$ cat src/rtl/display_scan_ctrl.sv
// display_scan_ctrl: serial double-dabble binary-to-BCD converter feeding a
// multiplexed 4-digit display scanner with leading-zero blanking.
module display_scan_ctrl #(
    parameter int SCAN_DIV = 1000
) (
    input  logic        clk,
    input  logic        n_rst,
    input  logic        load,
    input  logic [13:0] value,
    output logic        ready,
    output logic        ovf,
    output logic [3:0]  an_n,
    output logic [3:0]  digit_code
);
    localparam logic [0:0] IDLE = 1'b0;
    localparam logic [0:0] CONV = 1'b1;
    logic [0:0]  state_q, state_d;
    logic [13:0] shift_q, shift_d;
    logic [15:0] bcd_q, bcd_d, bcd_adj;
    logic [3:0]  cnt_q, cnt_d;
    logic        big_q, big_d;
    logic [15:0] disp_q, disp_d;
    logic        ovf_q, ovf_d;
    logic [15:0] pre_q, pre_d;
    logic [1:0]  idx_q, idx_d;
    logic [3:0]  blank;
    logic        wrap;
    for (genvar g = 0; g < 4; g++) begin : g_adj
        assign bcd_adj[4*g +: 4] = bcd_q[4*g +: 4] >= 4'd5 ? bcd_q[4*g +: 4] + 4'd3 : bcd_q[4*g +: 4];
    end
    always_comb begin
        state_d = state_q;
        shift_d = shift_q;
        bcd_d   = bcd_q;
        cnt_d   = cnt_q;
        big_d   = big_q;
        disp_d  = disp_q;
        ovf_d   = ovf_q;
        if (state_q == IDLE) begin
            if (load) begin
                state_d = CONV;
                shift_d = value;
                bcd_d   = '0;
                cnt_d   = '0;
                big_d   = value > 14'd9999;
            end
        end else begin
            {bcd_d, shift_d} = {bcd_adj, shift_q} << 1;
            cnt_d = cnt_q + 4'd1;
            if (cnt_q == 4'd13) begin
                state_d = IDLE;
                ovf_d   = big_q;
                disp_d  = big_q ? 16'hFFFF : bcd_d;
            end
        end
    end
    assign wrap  = pre_q == 16'(SCAN_DIV - 1);
    assign pre_d = wrap ? 16'd0 : pre_q + 16'd1;
    assign idx_d = wrap ? idx_q + 2'd1 : idx_q;
    always_ff @(posedge clk) begin
        if (!n_rst) begin
            state_q <= IDLE;
            shift_q <= '0;
            bcd_q   <= '0;
            cnt_q   <= '0;
            big_q   <= 1'b0;
            disp_q  <= '0;
            ovf_q   <= 1'b0;
            pre_q   <= '0;
            idx_q   <= '0;
        end else begin
            state_q <= state_d;
            shift_q <= shift_d;
            bcd_q   <= bcd_d;
            cnt_q   <= cnt_d;
            big_q   <= big_d;
            disp_q  <= disp_d;
            ovf_q   <= ovf_d;
            pre_q   <= pre_d;
            idx_q   <= idx_d;
        end
    end
    // A digit is blank when it and every more significant digit are zero; digit 0 always shows.
    assign blank[3] = disp_q[15:12] == 4'd0;
    assign blank[2] = blank[3] && disp_q[11:8] == 4'd0;
    assign blank[1] = blank[2] && disp_q[7:4] == 4'd0;
    assign blank[0] = 1'b0;
    assign ready      = state_q == IDLE;
    assign ovf        = ovf_q;
    assign an_n       = ~(4'b0001 << idx_q);
    assign digit_code = blank[idx_q] ? 4'hF : disp_q[4*idx_q +: 4];
endmodule
$ cat config.mk
export PLATFORM = sky130hd
export DESIGN_NAME = display_scan_ctrl
export DESIGN_NICKNAME = d
export VERILOG_FILES = /design/src/rtl/display_scan_ctrl.sv
export SDC_FILE = /design/constraint.sdc
export NUM_CORES = 1
export LEC_CHECK = 0
export BUFFER_PORTS_ARGS = -buffer_cell sky130_fd_sc_hd__buf_4
export CAP_MARGIN = 25
export CORE_AREA = 4 4 94 74
export CTS_CLUSTER_SIZE = 20
export DETAILED_ROUTE_END_ITERATION = 8
export DIE_AREA = 0 0 98 78
export PLACE_DENSITY = 0.78
export SETUP_SLACK_MARGIN = 0.1
export SKIP_LAST_GASP = 1
export SLEW_MARGIN = 15
export SYNTH_ARGS = -nofsm -noshare
export SYNTH_HDL_FRONTEND = slang
export SYNTH_SLANG_ARGS = --single-unit
$ cat constraint.sdc
create_clock -name clk -period 2.3 [get_ports clk]
set_input_delay 0.46 -clock clk [delete_from_list [all_inputs] [get_ports clk]]
set_output_delay 0.46 -clock clk [all_outputs]
set_load 0.05 [all_outputs]
==> run_results.csv <==
group,metric,value,unit
yosys,synth_cell_types,38,
setup_path,critPathMaxStageDelay,0.49,ns
cts,clock-sinks,71,
yosys,netlist_top_cells_count,"dfxtp_1 (71), o21ai_0 (28), nor2_1 (27)",
timing,period_share,93.4,%
setup_path,rr_startpoint,"pre_q[0]",
cells_and_area,fin_cells,493,
timing,setup_tns,0,ns
cells_and_area,drive_above_1_share,18.2,%
timing,maxSlewViolCount,0,
detailed_routing,wl_met3,343,um
detailed_routing,via_count,2728,
floorplanning,start_util,56.8,%
grt,first_global_vias,2639,
worst_hold_path,worstHoldStart,"value[0]",
detailed_routing,drt-vias-per-instance,5.53,
floorplanning,ios,27,
setup_path,startpoint_type,"flop",
yosys,yosysWarnings,0,
grt,grt_pass1_wl,12.5,mm
yosys,synth.yosys.seq_area_share,41.0,%
grt,antenna_found_initial,0,
placement,gp_congestion,0.804,
cts,cts_root_buf,"clkbuf_8",
cts,cts_tree,"done",
cts,cts_made_buffers,9,
timing,hold_violations,0,
detailed_routing,ant_nets,0,
setup_path,critPathKind,"flop to output pin",
timing,period_needed,2.15,ns
yosys,syn_avg_cell_area,9.12,um2
grt,grt_max_degree,36,
setup_path,critical_path_arrival,1.69,ns
placement,placed_cells,475,
setup_path,crit_required,1.84,ns
yosys,synth_top_area_share,41.0,%
worst_hold_path,min_to,"shift_q[0]",
power,power_leakage,1.62,nW
setup_path,critPathCaptureType,"output pin",
yosys,async_flop_share,0,%
grt,grt_use_total,20.1,%
placement,hpwlAfterDp,5.06,mm
detailed_routing,dr.pass1.iters,4,
floorplanning,fp.dieH,78,um
timing,slew_headroom,69.8,%
grt,grt_overflow_total,0,
detailed_routing,top_layer_used,"met4",
cells_and_area,nets,439,
cells_and_area,antenna_cells,0,
cts,cts-htree-levels,3,
power,power_density,633,nW/um2
yosys,synth_area,3470,um2
power,peakVddDrop,0.512,mV
setup_path,rrSetupSlack,0.49,ns
yosys,syn_inst,380,
floorplanning,die_w,98,um
detailed_routing,drt-wirelength-per-cell,14.7,um
yosys,synth_top_cell_by_area,"dfxtp_1",
detailed_routing,drt_wl_total,7.25,mm
yosys,synth_edf_count,0,
setup_path,r2r-end,"pre_q[2]",
setup_path,setup.worst_path.start,"idx_q[0]",
timing,fin_skew,0.0104,ns
cells_and_area,area_growth,16.2,%
cts,hold_buffers,0,
cts,clock_path_buffers,2,
worst_hold_path,hp-class,"input pin to flop",
timing,setup_ws,0.152,ns
cts,clk_latency,0.34,ns
detailed_routing,routedLengthMet1,3.52,mm
timing,setup_viol,0,
yosys,synthTopCellsByArea,"dfxtp_1 (41%), ha_1 (5.4%), mux2i_1 (4.6%)",
floorplanning,std_cell_rows,25,
placement,pre_cts_slack,0.291,ns
detailed_routing,wl_met2,3.33,mm
setup_path,crit_path_max_fanout,8,
timing,rsz0062_at_grt,"yes",
timing,max_freq,465,MHz
status,outcome,"completed",
detailed_routing,drt_iter0_markers,163,
setup_path,crit_family,"multiplexers",
detailed_routing,drcViolationCount,0,
yosys,ys_ff_latch,71,
setup_path,cp_slowest_cell,"mux4_2",
setup_path,path_cells,"mux4_2, or2_2, buf_6",
cells_and_area,fill_cells,500,
timing,worst_pin_slew,0.453,ns
floorplanning,die_area,7640,um2
cts,cts.clk_slew.worst_paths,0.08,ns
setup_path,crit_buf_inv,1,
setup_path,ff2ff_path_depth,6,
yosys,yosys.cell_count.top_type,"dfxtp_1",
flow_run,maxCapViolCount,0,
yosys,syn_nets,412,
floorplanning,coreArea,6100,um2
worst_hold_path,worstHoldPathCells,3,
placement,portBuffers,26,
yosys,ys.flop_type,"dfxtp_1",
[timing repair]
action,CTS,global route
cloned,0,0
setup endpoints to repair,4,4
pin swaps,0,2
setup buffers,1,1
resized for setup,5,12
[sequential cells by signal, summed over array words and instances (netlist names)]
register and cells:
big_q 1, disp_q 16, pre_q 16, idx_q 2
cnt_q 4, state_q 1, ovf 1, bcd_q 16
shift_q 14
[layer usage]
metal	vias to the layer above	GRT usage (%)
li1	1391	-
met1	1276	26.7
met2	55	31.7
met3	6	5.84
met4	0	5.67
met5	-	0
[worst min-delay path, cell delays in order]
cell	delay [ns]
buf_4	0.07
mux2i_1	0.05
nor2_1	0.07
[layout make-up]
class                           instances  area [um2]  area share (%)
Clock inverter                          6        83.8            2.08
Sequential cell                        71        1430            35.4
Clock buffer                           10         138            3.42
Timing Repair Buffer                   36         293            7.27
Tap cell                               81         101            2.52
Inverter                               24        90.1            2.24
Multi-Input combinational cell        265        1900            47.1
[worst max-delay path by stage]
stage | end | depth (start not counted)
after floorplan | digit_code[3] | 3
after detailed placement | digit_code[1] | 3
after global routing | digit_code[1] | 5
after CTS | digit_code[2] | 3
after global placement | digit_code[0] | 3
final | digit_code[3] | 3
[cells in the final DEF, fill, tap and decap left out, types with 13 or more instances in the layout]
| cell type | Yosys | final |
|---|---|---|
| mux2i_1 | 16 | 16 |
| o211a_1 | 13 | 13 |
| ha_1 | 15 | 15 |
| nand2_1 | 24 | 24 |
| buf_4 | 0 | 32 |
| nor2_1 | 27 | 27 |
| xnor2_1 | 18 | 18 |
| nand3_1 | 13 | 13 |
| o21ai_0 | 28 | 27 |
| inv_1 | 24 | 24 |
| a21oi_1 | 20 | 19 |
| dfxtp_1 | 71 | 70 |
[cells by family (layout without fill, tap and decap cells)]
family / after synthesis / count (layout) / synth area share [%]
xor gates and xnor gates: 20 / 20 / 5.05
muxes: 24 / 24 / 8.52
DFF: 71 / 71 / 41.0
adders and majority gates: 15 / 15 / 5.41
AOI/OAI and AO/OA: 81 / 81 / 15.7
buffers and inverters: 44 / 76 / 5.38
and+or+nand+nor: 125 / 125 / 18.9
[power breakdown]
group          switching (mW)  total [mW]  internal, mW
Combinational          0.0905       0.165        0.0746
Sequential             0.0210        1.28          1.26
Clock                   0.469        1.11         0.636
[stage by stage]
stage / area, um2 / util [%] / hold slack (ns) / power [mW]
floorplan: 3470 / - / 0.417 / 1.42
global placement: 3730 / 61.1 / 0.430 / 1.47
detailed placement: 3730 / 61.1 / 0.446 / 1.47
CTS: 3970 / 65.1 / 0.343 / 2.57
global route: 4030 / 66.0 / 0.378 / 2.66
finish: 4030 / 66.0 / 0.358 / 2.55
(Power assumes the default switching activity.)
